`src/rtl/csr_file_if.sv`:
```
// CSR file bus: writeback write port, execute read port, trap/mret events and
// the registered redirect outputs. Master drives requests; slave is the CSR file.
interface csr_file_if;
  logic        csr_wen_i;
  logic [11:0] csr_addr_i;
  logic [63:0] csr_wdata_i;
  logic [11:0] raddr_i;
  logic [63:0] rdata_o;
  logic        illegal_o;
  logic        retire_i;
  logic        trap_i;
  logic [63:0] trap_pc_i;
  logic [63:0] trap_cause_i;
  logic        mret_i;
  logic [63:0] mtvec_o;
  logic [63:0] mepc_o;

  modport master (
    output csr_wen_i, csr_addr_i, csr_wdata_i, raddr_i,
    output retire_i, trap_i, trap_pc_i, trap_cause_i, mret_i,
    input  rdata_o, illegal_o, mtvec_o, mepc_o
  );

  modport slave (
    input  csr_wen_i, csr_addr_i, csr_wdata_i, raddr_i,
    input  retire_i, trap_i, trap_pc_i, trap_cause_i, mret_i,
    output rdata_o, illegal_o, mtvec_o, mepc_o
  );
endinterface

```
`src/rtl/csr_file.sv`:
```
// Machine-mode CSR storage: trap CSRs, cycle/instret counters, trap/mret updates.
// Optional CSR_BYPASS_EN forwards a same-cycle write to the combinational read port.
module csr_file #(
  parameter logic [63:0] HARTID = 64'd0
) (
  input logic  clock,
  input logic  reset,
  csr_file_if.slave bus
);

  localparam logic [11:0] A_MSTATUS  = 12'h300;
  localparam logic [11:0] A_MTVEC    = 12'h305;
  localparam logic [11:0] A_MSCRATCH = 12'h340;
  localparam logic [11:0] A_MEPC     = 12'h341;
  localparam logic [11:0] A_MCAUSE   = 12'h342;
  localparam logic [11:0] A_MCYCLE   = 12'hB00;
  localparam logic [11:0] A_MINSTRET = 12'hB02;
  localparam logic [11:0] A_CYCLE    = 12'hC00;
  localparam logic [11:0] A_INSTRET  = 12'hC02;
  localparam logic [11:0] A_MHARTID  = 12'hF14;

  typedef struct packed {
    logic        en;
    logic [11:0] addr;
    logic [63:0] data;
  } csr_wr_t;

  csr_wr_t     wr;
  logic        mie, mpie;
  logic [63:0] mtvec, mscratch, mepc, mcause, mcycle, minstret;
  logic [63:0] mstatus_rd;
  logic        w_mstatus, w_mtvec, w_mscratch, w_mepc, w_mcause, w_mcycle, w_minstret;

  function automatic logic writable(input logic [11:0] a);
    case (a)
      A_MSTATUS, A_MTVEC, A_MSCRATCH, A_MEPC,
      A_MCAUSE, A_MCYCLE, A_MINSTRET: writable = 1'b1;
      default:                        writable = 1'b0;
    endcase
  endfunction

  // Value a write would make visible on the read port, fields masked.
  function automatic logic [63:0] wr_view(input logic [11:0] a, input logic [63:0] d);
    case (a)
      A_MSTATUS:      wr_view = {51'd0, 2'b11, 3'd0, d[7], 3'd0, d[3], 3'd0};
      A_MTVEC, A_MEPC: wr_view = {d[63:2], 2'b00};
      default:        wr_view = d;
    endcase
  endfunction

  assign wr = '{en: bus.csr_wen_i, addr: bus.csr_addr_i, data: bus.csr_wdata_i};

  assign w_mstatus  = wr.en && (wr.addr == A_MSTATUS);
  assign w_mtvec    = wr.en && (wr.addr == A_MTVEC);
  assign w_mscratch = wr.en && (wr.addr == A_MSCRATCH);
  assign w_mepc     = wr.en && (wr.addr == A_MEPC);
  assign w_mcause   = wr.en && (wr.addr == A_MCAUSE);
  assign w_mcycle   = wr.en && (wr.addr == A_MCYCLE);
  assign w_minstret = wr.en && (wr.addr == A_MINSTRET);

  always_ff @(posedge clock) begin
    if (reset) begin
      mie      <= 1'b0;
      mpie     <= 1'b0;
      mtvec    <= '0;
      mscratch <= '0;
      mepc     <= '0;
      mcause   <= '0;
      mcycle   <= '0;
      minstret <= '0;
    end else begin
      // A counter write replaces that cycle's increment outright.
      mcycle <= w_mcycle ? wr.data : mcycle + 64'd1;
      if (w_minstret)         minstret <= wr.data;
      else if (bus.retire_i)  minstret <= minstret + 64'd1;

      if (w_mtvec)    mtvec    <= {wr.data[63:2], 2'b00};
      if (w_mscratch) mscratch <= wr.data;

      // Trap beats mret beats CSR write for the trap-state registers.
      if (bus.trap_i) begin
        mepc   <= {bus.trap_pc_i[63:2], 2'b00};
        mcause <= bus.trap_cause_i;
        mpie   <= mie;
        mie    <= 1'b0;
      end else begin
        if (w_mepc)   mepc   <= {wr.data[63:2], 2'b00};
        if (w_mcause) mcause <= wr.data;
        if (bus.mret_i) begin
          mie  <= mpie;
          mpie <= 1'b1;
        end else if (w_mstatus) begin
          mie  <= wr.data[3];
          mpie <= wr.data[7];
        end
      end
    end
  end

  assign mstatus_rd = {51'd0, 2'b11, 3'd0, mpie, 3'd0, mie, 3'd0};

  always_comb begin
    bus.rdata_o   = '0;
    bus.illegal_o = 1'b0;
    case (bus.raddr_i)
      A_MSTATUS:            bus.rdata_o = mstatus_rd;
      A_MTVEC:              bus.rdata_o = mtvec;
      A_MSCRATCH:           bus.rdata_o = mscratch;
      A_MEPC:               bus.rdata_o = mepc;
      A_MCAUSE:             bus.rdata_o = mcause;
      A_MCYCLE, A_CYCLE:    bus.rdata_o = mcycle;
      A_MINSTRET, A_INSTRET: bus.rdata_o = minstret;
      A_MHARTID:            bus.rdata_o = HARTID;
      default:              bus.illegal_o = 1'b1;
    endcase
`ifdef CSR_BYPASS_EN
    if (!reset && wr.en && (wr.addr == bus.raddr_i) && writable(wr.addr))
      bus.rdata_o = wr_view(wr.addr, wr.data);
`else
    if (1'b0 && writable(wr.addr)) bus.rdata_o = wr_view(wr.addr, wr.data);
`endif
  end

  assign bus.mtvec_o = mtvec;
  assign bus.mepc_o  = mepc;

endmodule
```
`src/flat_wrapper.sv`:
```
// flat-port wrapper written by rule: the top's interface ports become plain ports
module csr_file_flat 
#(
  parameter logic [63:0] HARTID = 64'd0
)
  (clock, reset, bus_csr_wen_i, bus_csr_addr_i, bus_csr_wdata_i, bus_raddr_i, bus_retire_i, bus_trap_i, bus_trap_pc_i, bus_trap_cause_i, bus_mret_i, bus_rdata_o, bus_illegal_o, bus_mtvec_o, bus_mepc_o);
  csr_file_if bus_i ();
  input logic clock;
  input logic reset;
  input wire logic [$bits(bus_i.csr_wen_i)-1:0] bus_csr_wen_i;
  input wire logic [$bits(bus_i.csr_addr_i)-1:0] bus_csr_addr_i;
  input wire logic [$bits(bus_i.csr_wdata_i)-1:0] bus_csr_wdata_i;
  input wire logic [$bits(bus_i.raddr_i)-1:0] bus_raddr_i;
  input wire logic [$bits(bus_i.retire_i)-1:0] bus_retire_i;
  input wire logic [$bits(bus_i.trap_i)-1:0] bus_trap_i;
  input wire logic [$bits(bus_i.trap_pc_i)-1:0] bus_trap_pc_i;
  input wire logic [$bits(bus_i.trap_cause_i)-1:0] bus_trap_cause_i;
  input wire logic [$bits(bus_i.mret_i)-1:0] bus_mret_i;
  output wire logic [$bits(bus_i.rdata_o)-1:0] bus_rdata_o;
  output wire logic [$bits(bus_i.illegal_o)-1:0] bus_illegal_o;
  output wire logic [$bits(bus_i.mtvec_o)-1:0] bus_mtvec_o;
  output wire logic [$bits(bus_i.mepc_o)-1:0] bus_mepc_o;
  assign bus_i.csr_wen_i = bus_csr_wen_i;
  assign bus_i.csr_addr_i = bus_csr_addr_i;
  assign bus_i.csr_wdata_i = bus_csr_wdata_i;
  assign bus_i.raddr_i = bus_raddr_i;
  assign bus_i.retire_i = bus_retire_i;
  assign bus_i.trap_i = bus_trap_i;
  assign bus_i.trap_pc_i = bus_trap_pc_i;
  assign bus_i.trap_cause_i = bus_trap_cause_i;
  assign bus_i.mret_i = bus_mret_i;
  assign bus_rdata_o = bus_i.rdata_o;
  assign bus_illegal_o = bus_i.illegal_o;
  assign bus_mtvec_o = bus_i.mtvec_o;
  assign bus_mepc_o = bus_i.mepc_o;
  csr_file #(.HARTID(HARTID)) u_core (.clock(clock), .reset(reset), .bus(bus_i));
endmodule
```
`config.mk`:
```
export PLATFORM = sky130hd
export DESIGN_NAME = csr_file_flat
export DESIGN_NICKNAME = d
export VERILOG_FILES = /design/src/rtl/csr_file_if.sv /design/src/rtl/csr_file.sv /design/src/flat_wrapper.sv
export SDC_FILE = /design/constraint.sdc
export NUM_CORES = 1
export LEC_CHECK = 0
export CORE_AREA = 5 5 314 162
export CTS_CLUSTER_DIAMETER = 120
export DETAILED_ROUTE_END_ITERATION = 8
export DIE_AREA = 0 0 319 167
export PLACE_DENSITY_LB_ADDON = 0.25
export SLEW_MARGIN = 30
export SYNTH_ARGS = -nofsm -noshare
export SYNTH_HDL_FRONTEND = slang
export SYNTH_SLANG_ARGS = --single-unit
```
`constraint.sdc`:
```
create_clock -name clock -period 3.65 [get_ports clock]
set_input_delay 0.365 -clock clock [delete_from_list [all_inputs] [get_ports clock]]
set_output_delay 0.365 -clock clock [all_outputs]
set_load 0.02 [all_outputs]
```
Yosys cells after proc, flatten, opt, wreduce, memory -nomap -nowiden
Cells that the tools add are included.
Cells by class
  reductions and logical operators: 16
  mux-type cells: 14
  $add $sub $neg: 2
  equality and inequality tests: 17
Operators by type and width (count)
  2-to-1 mux 64 bit: 7
  case mux 64 bit (7 select lines): 1
  adder 64 x 1 -> 64 bit, second input constant: 2
  equality test 12 x 10 -> 1 bit, second input constant: 10
  equality test 12 bit, second input constant: 7
  OR reduction 10 bit: 1
  nonzero test 2 bit: 4
  logical AND 1 bit: 7
  2-to-1 mux 1 bit: 6
  OR reduction 2 bit: 3
  nonzero test 3 bit: 1
Word-level totals
  output and inout port bits: 193
  logic and storage cells: 57
  flip-flop bits (word level): 382

Longest topological paths before layout
  word-level depth: 5
  depth in mapped cells: 8
  gate-level depth less buffers: 6

Worst setup path before layout
OpenSTA, ideal clock, no wires.
  kind: input to output
  start point: input bus_raddr_i[4]
  end point: output bus_rdata_o[3]
  cell stages on the path: 7
  arrival: 2531 ps
  data required time: 3285 ps
  slack: 754 ps
  cells stage by stage: or3_1 -> or3_1 -> clkbuf_1 -> nor4_1 -> clkbuf_1 -> a22oi_1 -> nand3_1
On the way
  longest elaborated chain between the ends: 3
  elaborated cells on any way between the ends: 12
RTL lines
  from (decl): RTL line flat_wrapper.sv:13  | input wire logic [$bits(bus_i.raddr_i)-1:0] bus_raddr_i;
  equality test 12 bit: RTL line csr_file.sv:105  | case (bus.raddr_i)
  OR reduction 2 bit
  case mux 64 bit (7 select lines) (*): RTL line csr_file.sv:105
  to (decl): RTL line flat_wrapper.sv:19  | output wire logic [$bits(bus_i.rdata_o)-1:0] bus_rdata_o;
Mark *: on every way between the ends. The rest lies on a longest branch, timed or not.

Final worst setup path
  start point: input bus_raddr_i[4]
  end point: output bus_rdata_o[21]
The elaborated chain is that of the path after synthesis.

==> impl_results.md <==
* Status: complete, no violations
* Clk root buf: clkbuf_16
* CTS tree: built
* Post-CTS setup buffers at 0
* Largest fanout on the critical path at 26
* Post-Layout Cell Count at 3394
* Gpl congestion at 0.880
* First-pass GRT wire length at 121000 µm
* Design area at 25500 µm²
* Setup tns final at 0 ns
* Cell taking the most area after synthesis: dfxtp_1
* Ranking of synthesized cells by area: dfxtp_1 (39%), a22oi_1 (7.1%), mux2i_1 (6.8%)
* Fill count at 4395
* Synthesized netlist cell count at 2406
* Via/cell ratio at 6.13
* Fin nets at 2943
* Dpl ws at 0.0746 ns
* Port buffer count at 408
* Worst Path Arrival at 3.19 ns
* CTS Buffer Depth at 3
* Starting density of the core at 40.5%
* Initial antenna violation count at 3
* Total track usage at 28.2%
* Hold_ws at 0.410 ns
* Mapped cell area at 19400 µm²
* TritonCTS Buffers at 37
* Buf+Inv Stages, Crit Path at 4
* RSZ-0062 raised after global routing: false
* Worst Hold Class: in -> reg
* Worst Max-Slew Pin Slew at 0.914 ns
* Top delay family on crit path: buffers and inverters
* Row cnt at 57
* Hpwl dp at 56300 µm
* Gr ovfl total at 0
* Sink Count at 382
* R2R Path Start: u_core.minstret[8]
* Drt total wl at 79900 µm
* Req. time, crit path at 3.28 ns
* Reg clk slew, reported paths at 0.07 ns
* Vias in the first global route at 20000
* Synth top area share at 39.4%
* Sequential-to-total area share from yosys stat at 39.4%
* Dominant synthesized flop cell: dfxtp_1
* Placed Cells at 3329
* Pin count of the biggest net entering global routing at 131
* DR vias at 20800
* Worst skew pair latency at 0.53 ns
* Core box area at 47900 µm²
* Power, Total at 9.22 mW
* Slew HR at 39.1%
* WS Path Type: in -> out
* Flops & latches, synth at 382
* Ys async rst share at 0%
* Setup ws final at 0.0934 ns
* Final worst path period share at 97.4%
* Fin util at 53.3%
* Count of different cell masters after synthesis at 63
* PD cells at 362 nW/µm²
* Area grow syn2layout at 31.5%
* Source of the critical timing path: bus_raddr_i[4]
* Vert. Die Dim at 167 µm
* Crit start category: input pin
* Ports at 415
* DIE WIDTH at 319 µm
* Htree depth at 2
* Slew Limit Fails at 0
* Remaining antenna violation count at 0
* Worst hold start: reset
* Setup violators final at 0
* Post-route DRC at 0
* First-pass DRT Iterations at 6
* CTS Hold Bufs at 0
* FF/Latch Area at 7650 µm²
* Drt wl/cell at 23.6 µm
* Multi-input gate area at 10900 µm²
* Die Area at 53300 µm²
* Max IR drop VDD at 0.309 mV
* Clock Skew at 0.0188 ns
* Hold Violations, Final at 0
* Critical-path top delay cell: clkdlybuf4s50_1
* Max Cap Viol at 0
* Iter 0 DRT Violations at 2229
* Fmax at 281 MHz
* Share of layout cells above drive strength 1 at 6.23%
* Mapped Avg Cell Area at 8.06 µm²
* Crit-path cells: clkdlybuf4s50_1 > or3_1 > or3_1 > nor4_4 > buf_4 > buf_12 > a22oi_1 > nand3_1 > clkdlybuf4s50_1
* Worst path max stage delay at 0.61 ns
* Post-synth EDFFs at 0
* Crit end category: output port
* Static Leak at 8.15 nW
* Tmin final at 3.56 ns
* Post-DP Area at 24300 µm²
* Synth Warn # at 0
-- Yosys cell counts (all sizes together), types with 3 or more instances --
| cell | count |
|---|---|
| a21oi | 146 |
| a31o | 3 |
| or4b | 3 |
| nor4b | 3 |
| nor3 | 39 |
| o21ai | 51 |
| a211oi | 166 |
| xor2 | 20 |
| nand4 | 44 |
| and3 | 17 |
| nor4 | 26 |
| or2 | 5 |
| a31oi | 8 |
| or4 | 47 |
| a311oi | 46 |
| and4 | 19 |
| or3 | 45 |
| nor2 | 229 |
| nand3 | 119 |
| clkbuf | 185 |
| nand2 | 324 |
| and2 | 9 |
| nand2b | 3 |
| a22oi | 183 |
| nand3b | 7 |
| o31a | 3 |
| dfxtp | 382 |
| xnor2 | 35 |
| a222oi | 4 |
| nand4b | 3 |
| inv | 25 |
| buf | 26 |
| o311ai | 3 |
| mux2i | 131 |
| o31ai | 25 |
| nor2b | 3 |
-- sequential cells by signal (all words and copies together) (netlist names) --
signal	cells
u_core.bus.mtvec_o	62
u_core.mie	1
u_core.bus.mepc_o	62
u_core.mcycle	64
u_core.mcause	64
u_core.mpie	1
u_core.mscratch	64
u_core.minstret	64
-- what timing repair did --
item,4_1_cts,5_1_grt
resized for setup,0,8
endpoints found under the hold margin,0,0
endpoints found under the setup margin,0,13
-- where the power goes --
group	total, mW	internal [mW]	switching (mW)
Combinational	0.835	0.408	0.428
Clock	4.03	2.32	1.70
Sequential	4.36	4.27	0.0887
-- cell usage in the layout, fill, tap and decap left out, drive strengths merged, types with 46 or more instances in the layout --
cell           synthesis  final
dfxtp                382    382
a21oi                146    146
a311oi                46     46
clkbuf               185     52
nand2                324    324
o21ai                 51     51
a211oi               166    166
a22oi                183    183
or4                   47     47
buf                   26     87
mux2i                131    131
nor2                 229    229
nand3                119    119
clkdlybuf4s50          0    388
-- area by class of cell --
cell class / instances / area share, %
Multi-Input combinational cell: 1790 / 42.8
Sequential cell: 382 / 30.0
Timing Repair Buffer: 482 / 18.8
Clock buffer: 52 / 4.05
Tap cell: 649 / 3.18
Clock inverter: 11 / 0.706
Inverter: 26 / 0.402
Antenna cell: 2 / 0.0196
-- worst register-to-register path, delay by kind of cell, from the launching register on --
family	cells	cell delay, ns
AOI/OAI and AO/OA	1	0.28
DFF	1	0.46
and+or+nand+nor	4	2.31
-- logic make-up after synthesis --
kind of cell | after synthesis | synth area share [%]
AOI/OAI and AO/OA | 648 | 23.0
xor gates and xnor gates | 55 | 2.48
adders and majority gates | 2 | 0.129
buffers and inverters | 237 | 4.83
DFF | 382 | 39.4
muxes | 131 | 6.76
other | 1 | 0.0193
and+or+nand+nor | 950 | 23.4
-- metal layers --
layer  routed length (µm)  share of wire, %  global-route usage (%)
met1                36100                45                    41.6
met2                33800                42                    41.8
met3                 8600                11                    6.65
met4                 1500               1.9                    6.08
met5                    0                 0                       0
-- worst paths after layout --
| path | end | slack (ns) | cells after the start |
|---|---|---|---|
| setup / recovery | bus_rdata_o[21] | 0.09 | 9 |
| hold / removal | u_core.bus.mtvec_o[50] | 0.41 | 2 |
| setup reg to reg | u_core.minstret[42] | 0.49 | 5 |
| hold reg to reg | u_core.mscratch[55] | 0.46 | 2 |
Power figures use the tool's default switching activity.
